===== config.mk =====
export PLATFORM = sky130hd
export DESIGN_NAME = pc_unit_ras
export DESIGN_NICKNAME = d
export VERILOG_FILES = /design/src/rtl/pc_pkg.sv /design/src/rtl/ras_stack.sv /design/src/rtl/pc_unit_ras.sv
export SDC_FILE = /design/constraint.sdc
export NUM_CORES = 1
export LEC_CHECK = 0
export CAP_MARGIN = 20
export CORE_UTILIZATION = 45
export CTS_BUF_LIST = sky130_fd_sc_hd__clkbuf_8
export CTS_CLUSTER_DIAMETER = 120
export CTS_CLUSTER_SIZE = 8
export DETAILED_ROUTE_END_ITERATION = 6
export PLACE_DENSITY = 0.77
export SETUP_SLACK_MARGIN = 0.3
export SYNTH_ARGS = -nofsm -noshare
export SYNTH_HDL_FRONTEND = slang
export SYNTH_SLANG_ARGS = --single-unit

===== constraint.sdc =====
create_clock -name clk -period 3.6 [get_ports clk]
set_clock_uncertainty 0.1 [all_clocks]
set_input_delay 0.9 -clock clk [delete_from_list [all_inputs] [get_ports clk]]
set_output_delay 0.9 -clock clk [all_outputs]
set_load 0.03 [all_outputs]

===== src/rtl/pc_pkg.sv =====
// rtl/pc_pkg.sv - shared select encoding and helpers for the program-counter unit
package pc_pkg;

    typedef enum logic [2:0] {
        SEL_HOLD,
        SEL_SEQ,
        SEL_BR,
        SEL_JMP,
        SEL_CALL,
        SEL_RET,
        SEL_RST
    } pc_sel_e;

    function automatic int clog2(input int value);
        int r;
        r = 0;
        while ((1 << r) < value) begin
            r = r + 1;
        end
        return r;
    endfunction

    // Clears the byte-offset bits below one instruction step.
    function automatic logic [63:0] align_mask(input int step);
        return ~(64'(step) - 64'd1);
    endfunction

endpackage


===== src/rtl/ras_stack.sv =====
// rtl/ras_stack.sv - circular return-address stack with saturating count
module ras_stack
    import pc_pkg::*;
#(
    parameter int PC_W      = 32,
    parameter int RAS_DEPTH = 4
) (
    input  logic            clk,
    input  logic            pcrst,
    input  logic            push,
    input  logic            pop,
    input  logic [PC_W-1:0] push_data,
    output logic [PC_W-1:0] top,
    output logic            empty,
    output logic            full,
    output logic            ovf_pulse,
    output logic            unf_pulse
);

    localparam int PW = clog2(RAS_DEPTH);
    localparam int CW = PW + 1;

    logic [PC_W-1:0] mem [RAS_DEPTH];
    logic [PW-1:0]   top_ptr;
    logic [PW-1:0]   up_ptr;
    logic [PW-1:0]   down_ptr;
    logic [CW-1:0]   count;
    logic            do_push;
    logic            do_pop;

    assign empty    = (count == '0);
    assign full     = (count == CW'(RAS_DEPTH));
    assign top      = mem[top_ptr];
    assign do_pop   = pop && !empty;
    assign do_push  = push && !pop;
    assign ovf_pulse = do_push && full;
    assign unf_pulse = pop && empty;

    // Explicit wrap so non-power-of-two depths stay circular.
    assign up_ptr   = (top_ptr == PW'(RAS_DEPTH - 1)) ? '0 : top_ptr + PW'(1);
    assign down_ptr = (top_ptr == '0) ? PW'(RAS_DEPTH - 1) : top_ptr - PW'(1);

    always_ff @(posedge clk) begin
        if (pcrst) begin
            top_ptr <= '0;
            count   <= '0;
        end else if (do_pop) begin
            top_ptr <= down_ptr;
            count   <= count - CW'(1);
        end else if (do_push) begin
            top_ptr <= up_ptr;
            if (!full) begin
                count <= count + CW'(1);
            end
        end
    end

    always_ff @(posedge clk) begin
        if (!pcrst && do_push) begin
            mem[up_ptr] <= push_data;
        end
    end

endmodule


===== src/rtl/pc_unit_ras.sv =====
// rtl/pc_unit_ras.sv - fetch-address generator with branch/jump/call/ret and return-address stack
module pc_unit_ras
    import pc_pkg::*;
#(
    parameter int              PC_W      = 32,
    parameter logic [PC_W-1:0] RESET_VEC = '0,
    parameter int              STEP      = 4,
    parameter int              RAS_DEPTH = 4
) (
    input  logic            clk,
    input  logic            pcrst,
    input  logic            stall,
    input  logic            br_taken,
    input  logic [PC_W-1:0] br_target,
    input  logic            jmp,
    input  logic            call,
    input  logic [PC_W-1:0] jmp_target,
    input  logic            ret,
    output logic [PC_W-1:0] pc,
    output logic [PC_W-1:0] pc_next,
    output logic            valid,
    output logic            ras_empty,
    output logic            ras_full,
    output logic            ras_overflow,
    output logic            ras_underflow
);

    localparam logic [PC_W-1:0] MASK   = PC_W'(align_mask(STEP));
    localparam logic [PC_W-1:0] STEP_V = PC_W'(STEP);

    pc_sel_e         sel;
    logic [PC_W-1:0] pc_seq;
    logic [PC_W-1:0] ras_top;
    logic            push;
    logic            pop;
    logic            ovf_pulse;
    logic            unf_pulse;

    assign pc_seq = pc + STEP_V;

    // The first cycle out of reset fetches RESET_VEC itself, so redirects wait until valid.
    always_comb begin
        sel = SEL_SEQ;
        if (pcrst) begin
            sel = SEL_RST;
        end else if (stall || !valid) begin
            sel = SEL_HOLD;
        end else if (ret) begin
            sel = ras_empty ? SEL_SEQ : SEL_RET;
        end else if (call) begin
            sel = SEL_CALL;
        end else if (jmp) begin
            sel = SEL_JMP;
        end else if (br_taken) begin
            sel = SEL_BR;
        end
    end

    always_comb begin
        pc_next = pc;
        case (sel)
            SEL_RST:  pc_next = RESET_VEC;
            SEL_HOLD: pc_next = pc;
            SEL_SEQ:  pc_next = pc_seq;
            SEL_BR:   pc_next = br_target & MASK;
            SEL_JMP:  pc_next = jmp_target & MASK;
            SEL_CALL: pc_next = jmp_target & MASK;
            SEL_RET:  pc_next = ras_top & MASK;
            default:  pc_next = pc;
        endcase
    end

    assign push = (sel == SEL_CALL);
    assign pop  = !pcrst && !stall && valid && ret;

    ras_stack #(
        .PC_W      (PC_W),
        .RAS_DEPTH (RAS_DEPTH)
    ) u_ras (
        .clk       (clk),
        .pcrst     (pcrst),
        .push      (push),
        .pop       (pop),
        .push_data (pc_seq),
        .top       (ras_top),
        .empty     (ras_empty),
        .full      (ras_full),
        .ovf_pulse (ovf_pulse),
        .unf_pulse (unf_pulse)
    );

    always_ff @(posedge clk) begin
        if (pcrst) begin
            pc            <= RESET_VEC;
            valid         <= 1'b0;
            ras_overflow  <= 1'b0;
            ras_underflow <= 1'b0;
        end else begin
            pc            <= pc_next;
            valid         <= 1'b1;
            ras_overflow  <= ras_overflow | ovf_pulse;
            ras_underflow <= ras_underflow | unf_pulse;
        end
    end

endmodule


==> reports/metrics.yaml <==
outcome: "finished, violations left"
violations: "negative setup slack"
gp_congestion: 0.8531
tightest_slew_ns: 0.6185
critical_path.top_delay_family: "buffers and inverters"
die_y_um: 131.5
fin_crit_ns: 3.740
path_cells: "buf_8 -> buf_6 -> nor3b_4 -> and4b_2 -> buf_6 -> buf_12 -> buf_12 -> a21oi_1 -> buf_4 -> a21oi_4 -> buf_12"
maxCapViolations: 0
core-area_um2: 16120
cts_buffer_depth: 2
syn_nets: 643
drive_gt1_frac: 0.4524
required_ns: 2.60
synth.distinct_cells: 66
ys_ff_latch: 162
vias: 6896
drt_iter0_markers: 879
htree_levels: 4
synth-edff-count: 120
io_pins: 140
slew_headroom: 0.5877
cts_buffers: 17
hold_class: "reg2reg"
yosysSeqAreaShare: 0.5892
ys.flop_type: "edfxtp_1"
io_buffers: 135
initial_core_util: 0.4681
placed_cells: 982
clk_pin_slew_ns: 0.09
powerDensity_nw_per_um2: 377.9
areaGrowthSynthToFinish_pct: 59.02
dpl.hpwl_um: 16060
maxSlewViolCount: 0
grtUsageMet2: 0.4971
yosysWarnings: 0
antenna_found_initial: 0
crit_slowest_cell: "and4b_2"
cp_slowest_stage_delay_ns: 0.35
path_max_fanout: 5
grt_pass1_vias: 6858
clk_latency_ns: 0.48
crit_buf_inv: 7
p_leak_nw: 4.447
power_w: 0.004533
cts_tree: "built"
final.fill_count: 886
hold_buffers: 0
critPathKind: "in2out"
routed_wl_um: 28530
postSynthCellCount: 564
syn_avg_cell_area_um2: 13.37
post-route-worst-setup-slack_ns: -0.1399
setup_violations: 6
final.setup.tns_ns: -0.2455
grt_max_degree: 31
cts.sinks: 162
grt_pass1_wl_um: 39030
die_w_um: 131.5
dr.pass1.iters: 7
rsz0062_at_grt: "yes"
fp.dieArea_um2: 17290
cp_common_cell: "buf_12"
hold_viol: 0
rows: 46
end_kind: "output pin"
drc: 0
diodes: 0
ant_nets: 0
grt.met1_usage: 0.3649
irDropWorstVdd_mv: 0.2719
track_usage: 0.3047
period_share: 1.039
max_freq_mhz: 267.4
ctsRootBufferMaster: "clkbuf_8"
post_drt_wl_per_cell_um: 26.46
grt_busiest_layer: "met2"
start_kind: "input pin"
place_ws_ns: -0.4702
grtUsageMet3: 0.07369
async_flop_share: 0
vias_per_cell: 6.397
netlist_area_um2: 7543
fin_nets: 928
grt_remaining_overflow: 0
final_cells: 1078
cp_data_arrival_time_ns: 2.74
-- worst paths after layout --
path / from / slack (ns) / endpoint / depth (start not counted)
max: stall / -0.14 / pc_next[20] / 11
min: ras_overflow / 0.39 / ras_overflow / 2
max reg2reg: valid / 0.88 / u_ras.count[2] / 9
min reg2reg: ras_overflow / 0.39 / ras_overflow / 2
-- cell usage after synthesis, types with 3 or more instances --
library cell | instances | area, µm²
nor3_1 | 8 | 40.04
a22oi_1 | 6 | 45.04
nor3b_1 | 3 | 22.52
nand4_2 | 3 | 37.54
nor4_1 | 6 | 37.54
nand4_1 | 10 | 62.56
a221o_1 | 4 | 40.04
buf_2 | 11 | 55.05
nor2_1 | 30 | 112.6
edfxtp_1 | 120 | 3603
xnor2_1 | 18 | 157.7
a22o_1 | 22 | 192.7
clkbuf_1 | 18 | 67.56
o31ai_1 | 5 | 37.54
nand3_1 | 15 | 75.07
a211oi_1 | 5 | 37.54
dfxtp_1 | 42 | 840.8
ha_1 | 7 | 87.58
a222oi_1 | 4 | 40.04
a221oi_1 | 15 | 131.4
mux4_2 | 30 | 675.7
nor2b_1 | 4 | 25.02
xor2_1 | 12 | 105.1
o21ai_0 | 11 | 55.05
and3_1 | 4 | 25.02
inv_1 | 13 | 48.80
and2_1 | 12 | 75.07
a21oi_1 | 39 | 195.2
o21a_1 | 4 | 30.03
nand2_1 | 29 | 108.9
or3_1 | 5 | 31.28
buf_4 | 4 | 30.03
-- routing by layer --
layer  up-vias  part of all wire
met2       588              0.49
met1      3371              0.35
li1       2804                 -
met3       133              0.10
met4         0             0.058
met5         -                 0
-- flip-flops by register name, indices dropped and copies added, names as in the netlist, named ones only --
name           cells
ras_underflow      1
u_ras.mem        120
valid              1
ras_overflow       1
u_ras.count        3
u_ras.top_ptr      2
pc                32
-- report_power, final --
part | internal [W] | switching, W
clock | 0.000890 | 0.000708
sequential | 0.00205 | 0.0000554
combinational | 0.000405 | 0.000426
total | 0.00334 | 0.00119
-- timing repair --
action	CTS	global route
setup buffers	35	25
pin swaps	34	37
gates cloned	2	2
resized for setup	146	54
setup endpoints to repair	32	32
-- layout make-up --
class | count | area, µm² | area share
sequential | 162 | 4468 | 0.3725
multi-input combinational | 354 | 3573 | 0.2979
timing repair buffer | 301 | 3163 | 0.2637
tap | 216 | 270.3 | 0.02253
clock inverter | 15 | 237.7 | 0.01982
clock buffer | 17 | 234.0 | 0.01951
inverter | 13 | 48.80 | 0.004068
-- kinds of logic after synthesis --
group | synth area share
xor gates and xnor gates | 0.03483
and+or+nand+nor | 0.1101
adders and majority gates | 0.01426
muxes | 0.09371
DFF | 0.5892
AOI/OAI and AO/OA | 0.1302
buffers and inverters | 0.02770
-- worst min-delay path: stages (launching register included) --
cell and delay [ns]:
dfxtp_1 0.34, a21oi_1 0.04, nor2_1 0.08
-- cells in the final DEF, fill, tap and decap left out, drive strengths merged, types with 6 or more instances in the layout --
cell type	Yosys	layout
bufinv	0	6
xor2	12	12
mux4	30	30
nand3	15	15
ha	7	7
a221oi	15	15
clkdlybuf4s50	0	97
dfxtp	42	42
a21oi	40	40
nand4	13	13
nand2	29	29
o21ai	11	11
buf	17	202
nor2	30	30
a22o	22	22
inv	13	14
and3	6	6
and2	13	13
a22oi	6	6
clkbuf	18	19
nor4	8	8
edfxtp	120	120
a221o	6	6
nor3	9	9
xnor2	18	18
-- stage by stage --
stage,util,hold slack [ns],cell area (µm²)
3_5_place_dp,0.6342,0.3648,10220
6_report,0.7443,0.3881,12000
3_3_place_gp,0.6342,0.3592,10220
5_1_grt,0.7443,0.4163,12000
4_1_cts,0.7145,0.3912,11510
2_1_floorplan,-,0.3454,7800
Note: power is estimated with default switching activity, not from simulation.
==> RTL change 1, RTL diff (same settings) <==
`PC_W` is set to 32 in 2 places; all go to 48.
--- a/src/rtl/ras_stack.sv
+++ b/src/rtl/ras_stack.sv
@@ -4,3 +4,3 @@
 #(
-    parameter int PC_W      = 32,
+    parameter int PC_W      = 48,
     parameter int RAS_DEPTH = 4
--- a/src/rtl/pc_unit_ras.sv
+++ b/src/rtl/pc_unit_ras.sv
@@ -4,3 +4,3 @@
 #(
-    parameter int              PC_W      = 32,
+    parameter int              PC_W      = 48,
     parameter logic [PC_W-1:0] RESET_VEC = '0,
Interface: changed (resized br_target, jmp_target, pc and pc_next); port bits go from 140 to 204. No check against the original RTL was run, so the function may have changed too.
==> RTL change 1 against the unedited design <==
- the flow still finishes with violations (setup timing)
- routed wire length is 52% higher
- critical endpoint is now pc_next[34]
- largest power group unchanged
- worst hold slack better by 0.0074 ns
- sequential cell count is 80 higher
- clock power is 28% higher
- area after synthesis is 50% higher
- setup slack worse by 0.087 ns
- power is 43% higher
- count of clock-buffer cells in the layout is 20 higher
- final area is 51% higher
==> RTL change 1: results (changes against the unedited design) <==
cpMaxStageDelayCell: "or4_4"
cp.arrival_ns: 2.83  # +0.09 ns
p_leak_nw: 7.22  # +62%
cp_slowest_stage_delay_ns: 0.49  # +0.14 ns
reg2regPathDepth: 19  # +10
synth-edff-count: 184  # +53%
grt_max_degree: 47  # +52%
placed_area_um2: 15400  # +50%
pre_cts_ws_ns: -0.578  # -0.108 ns
place.gp.congestion: 0.941  # +10%
wire_per_inst_um: 25.9  # -2.1%
critPathCapture: "pc_next[34]"
synthDistinctLibCells: 69  # +4.5%
stdcell_count: 1668  # +55%
numCtsBuffers: 36  # +19
failed_checks: "setup timing"
synth_nets: 924  # +44%
cts_max_level: 2  # -2
diodes: 0  # unchanged
rr_endpoint: "pc[24]"
clkLatencyLatePin_ns: 0.56  # +0.08 ns
track_usage_pct: 31.7  # +1.3 points
setup_viol: 44  # +38
max-vdd-ir-drop_mv: 0.299  # +9.8%
clkTransAtPathRegs_ns: 0.07  # -0.02 ns
worstPathMaxFanout: 4  # -1
cts_buffer_depth: 3  # +1
intPower_mw: 4.68  # +40%
drt_iter0_drc: 1202  # +37%
outcome: "finished with violations"
nets: 1427  # +54%
synth.avg_cell_area_um2: 13.9  # +3.8%
r2r_setup_slack_ns: -0.03  # -0.91 ns
fin_tns_setup_ns: -4.54  # -4.29 ns
dpl.hpwl_um: 25600  # +59%
synth.area.top_cells: "edfxtp_1 49%, dfxtp_1 10%, mux4_2 9.2%"
cp-startpoint: "pc[19]"
setup_ws_ns: -0.227  # -0.0867 ns
-- RTL change 1: cell count changes after synthesis, sizes merged, moves of 16 or more --
| cell | change |
|---|---|
| edfxtp | +64 |
| a222oi | +42 |
| a21o | +25 |
| a21oi | -25 |
| clkbuf | +23 |
| a22o | -22 |
| nand2 | +19 |
| dfxtp | +16 |
| mux4 | +16 |
-- RTL change 1: power by group through the flow --
stage | Sequential, mW | Clock [mW] | Combinational [mW]
after CTS | 3.14 | 2.01 | 1.21
after detailed placement | 3.20 | 0 | 1.05
after global placement | 3.20 | 0 | 1.03
final | 3.15 | 2.04 | 1.29
after floorplan | 3.27 | 0 | 0.386
after global routing | 3.15 | 2.17 | 1.34
-- RTL change 1: kinds of logic (layout without fill, tap and decap cells) --
family / count (synthesis) / in the layout / share of synthesized area [%]
compound gates: 178 / 178 / 12.5
xor+xnor: 46 / 46 / 3.57
fa+ha+maj: 8 / 8 / 0.953
buf+inv: 82 / 613 / 3.69
flops: 242 / 242 / 59.2
mux: 47 / 47 / 9.27
simple gates: 210 / 210 / 10.8
-- RTL change 1: worst max-delay path, delay by kind of cell, from the launching register on --
kind                   cells  cell delay, ns
AOI/OAI and AO/OA          1            0.25
and+or+nand+nor            4            1.51
buffers and inverters      1            0.13
DFF                        1            0.38
-- RTL change 1: layout make-up --
cell class	count	area, um^2
inverter	21	78.8
tap	324	405
multi-input combinational	489	4740
clock inverter	29	121
clock buffer	37	509
timing repair buffer	526	5500
sequential	242	6780
fill	1363	6330
-- RTL change 1: worst min path at each step --
stage               cells past startpoint      endpoint  slack (ns)    startpoint
floorplan                               1         pc[0]        0.35         pc[0]
CTS                                     2  ras_overflow        0.39  ras_overflow
finish                                  2  ras_overflow        0.40  ras_overflow
detailed placement                      2  ras_overflow        0.38  ras_overflow
global placement                        1         pc[1]        0.36         pc[1]
global route                            2  ras_overflow        0.41  ras_overflow
-- RTL change 1: repair_timing --
action | in CTS | in global routing
gates cloned | 4 | 1
pin swaps | 67 | 48
resized for setup | 188 | 47
endpoints found under the setup margin | 48 | 52
buffers inserted | 117 | 40
-- RTL change 1: stage by stage --
step / util [%] / hold slack (ns)
detailed placement: 62.8 / 0.376
global placement: 62.8 / 0.360
floorplan: - / 0.345
CTS: 72.1 / 0.390
finish: 74.1 / 0.395
global route: 74.1 / 0.413
-- RTL change 1: per-layer routing --
| metal | wire, um | GRT usage, % | vias to the layer above |
|---|---|---|---|
| li1 | - | - | 4335 |
| met1 | 15300 | 38.7 | 5082 |
| met2 | 21300 | 53.5 | 774 |
| met3 | 4300 | 6.25 | 181 |
| met4 | 2370 | 16.4 | 0 |
| met5 | 0 | 0 | - |
==> RTL change 2, RTL diff (config.mk and constraints unchanged) <==
Made on the original files. Register the inputs `br_target` and `jmp_target` before use, with the module's reset. The logic sees them one clock later. The other inputs are not delayed to match.
--- a/src/rtl/pc_unit_ras.sv
+++ b/src/rtl/pc_unit_ras.sv
@@ -29,2 +29,15 @@
     localparam logic [PC_W-1:0] STEP_V = PC_W'(STEP);
+
+    logic [PC_W-1:0] br_target_q;
+    logic [PC_W-1:0] jmp_target_q;
+
+    always_ff @(posedge clk) begin
+        if (pcrst) begin
+            br_target_q  <= '0;
+            jmp_target_q <= '0;
+        end else begin
+            br_target_q  <= br_target;
+            jmp_target_q <= jmp_target;
+        end
+    end
 
@@ -64,5 +77,5 @@
             SEL_SEQ:  pc_next = pc_seq;
-            SEL_BR:   pc_next = br_target & MASK;
-            SEL_JMP:  pc_next = jmp_target & MASK;
-            SEL_CALL: pc_next = jmp_target & MASK;
+            SEL_BR:   pc_next = br_target_q & MASK;
+            SEL_JMP:  pc_next = jmp_target_q & MASK;
+            SEL_CALL: pc_next = jmp_target_q & MASK;
             SEL_RET:  pc_next = ras_top & MASK;
Formal check against the unedited RTL: not equivalent (Yosys sat finds a counterexample within 4 cycles, from zero or initial values and one cycle with pcrst high).
==> RTL change 2 against the unedited design <==
- the flow still finishes with violations (setup timing)
- sequential cell count increased by 60
- power grew 17%
- sequential power rose by 32%
- utilization shrank 2.7 points
- via count up 14%
- global-route usage decreased by 3.1 points
- final area increased by 17%
- setup slack better by 0.046 ns
- area after synthesis rose by 20%
- routed wire length grew 15%
- critical path type is now reg -> out
- largest power group unchanged
- highest routed layer unchanged
==> RTL change 2: results (changes against the unedited design) <==
cts_buffer_depth: 3  # +1
synthDistinctLibCells: 53  # -20%
wirelength_um: 32800  # +15%
dpl.hpwl_um: 15700  # -2.3%
synth_nets: 751  # +17%
setup_ws_ns: -0.0943  # +0.0456 ns
synth_commonest_cells: "120 x edfxtp_1, 102 x dfxtp_1, 62 x nor2b_1, 33 x nand2_1, 30 x mux4_2"
fin_tns_setup_ns: -0.788  # -0.543 ns
reg_top3: "u_ras.mem x120, pc x32"
cp.arrival_ns: 2.69  # -0.05 ns
setup_viol: 17  # +11
nonClkBufAreaFrac_pct: 26.9  # +0.53 points
clkTransAtPathRegs_ns: 0.07  # -0.02 ns
drive_above_1_share_pct: 41.2  # -4.0 points
outcome: "finished with violations"
routed_via_density: 6.03  # -5.7%
multi_input_area_share_pct: 26.2  # -3.6 points
p_leak_nw: 5.44  # +22%
synth.avg_cell_area_um2: 13.4  # +0.29%
place.gp.congestion: 0.823  # -3.5%
cts_max_level: 1  # -3
multi_input_gates: 394  # +11%
reg2regPathDepth: 21  # +12
num-fill-cells: 1117  # +26%
seq_cell_count: 222  # +37%
buffers: 355  # +18%
grt_pass1_vias: 7488  # +9.2%
yosysSeqAreaShare_pct: 62.5  # +3.6 points
grt_max_degree: 41  # +32%
drt_iter0_drc: 982  # +12%
nClkBuffers: 32  # +15
dpl.cell_count: 1111  # +13%
failed_checks: "setup timing"
synth.area.top_cells: "edfxtp_1 40%, dfxtp_1 23%, mux4_2 7.5%"
cp_slowest_stage_delay_ns: 0.40  # +0.05 ns
finalInstanceArea_um2: 14100  # +17%
inv_count: 11  # -2
clk_share_pct: 3.77  # -0.16 points
==> RTL change 2: cell types whose count changed in the layout (fill, tap and decap cells not counted), sizes merged, moves of 13 or more <==
| cell | change |
|---|---|
| a21o | +13 |
| a22o | -21 |
| dfxtp | +60 |
| inv | +21 |
| a221oi | -15 |
| a222oi | +19 |
| clkbuf | +13 |
| a31oi | +21 |
| buf | +56 |
| nor2b | +58 |
| a21oi | -28 |
==> RTL change 2: final timing paths <==
kind | start | endpoint | slack [ns]
setup reg to reg | u_ras.count[0] | pc[13] | 0.10
hold / removal | ras_overflow | ras_overflow | 0.38
setup / recovery | pc[13] | pc_next[26] | -0.09
hold reg to reg | ras_overflow | ras_overflow | 0.38
==> RTL change 2: stage by stage <==
step | worst slack (ns) | hold WS (ns) | utilization (%) | power [mW]
floorplan | 0.149 | 0.345 | - | 3.07
global placement | -0.395 | 0.354 | 58.3 | 3.31
detailed placement | -0.460 | 0.363 | 58.3 | 3.32
CTS | -0.00300 | 0.383 | 68.6 | 5.18
global route | -0.140 | 0.411 | 71.8 | 5.46
finish | -0.0943 | 0.384 | 71.8 | 5.31
==> RTL change 2: logic make-up (layout without fill, tap and decap cells) <==
kind of cell    Yosys count  in the layout  synth area share (%)
mux                      31             31                  7.60
fa+ha+maj                 7              7                  1.05
compound gates          128            128                  10.6
buf+inv                  57            422                  2.72
xor+xnor                 32             32                  3.10
flops                   222            222                  62.5
simple gates            196            196                  12.3
==> RTL change 2: where the power goes <==
group	switching [mW]	total (mW)	internal (mW)
clock network	0.966	1.78	0.815
registers	0.0532	2.78	2.72
logic	0.353	0.753	0.400
total	1.37	5.31	3.94
==> RTL change 2: timing repair <==
action,in CTS,in global routing
resized for setup,163,82
hold buffers,0,0
pin swaps,41,33
gates cloned,4,0
endpoints found under the setup margin,33,37
buffers inserted,99,33
==> RTL change 2: worst register-to-register path: stages, from the launching register on <==
cell and delay (ns):
dfxtp_4 0.34, or3_4 0.38, and3_4 0.19, buf_12 0.14
buf_12 0.14, a222oi_1 0.25, a21oi_1 0.15, buf_4 0.16
buf_6 0.11, buf_6 0.11, buf_6 0.10, buf_6 0.10
buf_6 0.10, buf_6 0.10, buf_6 0.11, buf_6 0.11
buf_6 0.11, buf_6 0.10, buf_6 0.11, buf_6 0.11
buf_6 0.10, a21o_1 0.16
==> RTL change 2: metal layers <==
layer  GRT usage (%)  wire length (um)  up-vias  share of wire [%]
li1                -                 -     3260                  -
met4            12.1              2140        0                6.5
met3            4.47              3200      175                9.8
met5               0                 0        -                  0
met1            33.7             11400     3803                 35
met2            47.6             16000      619                 49
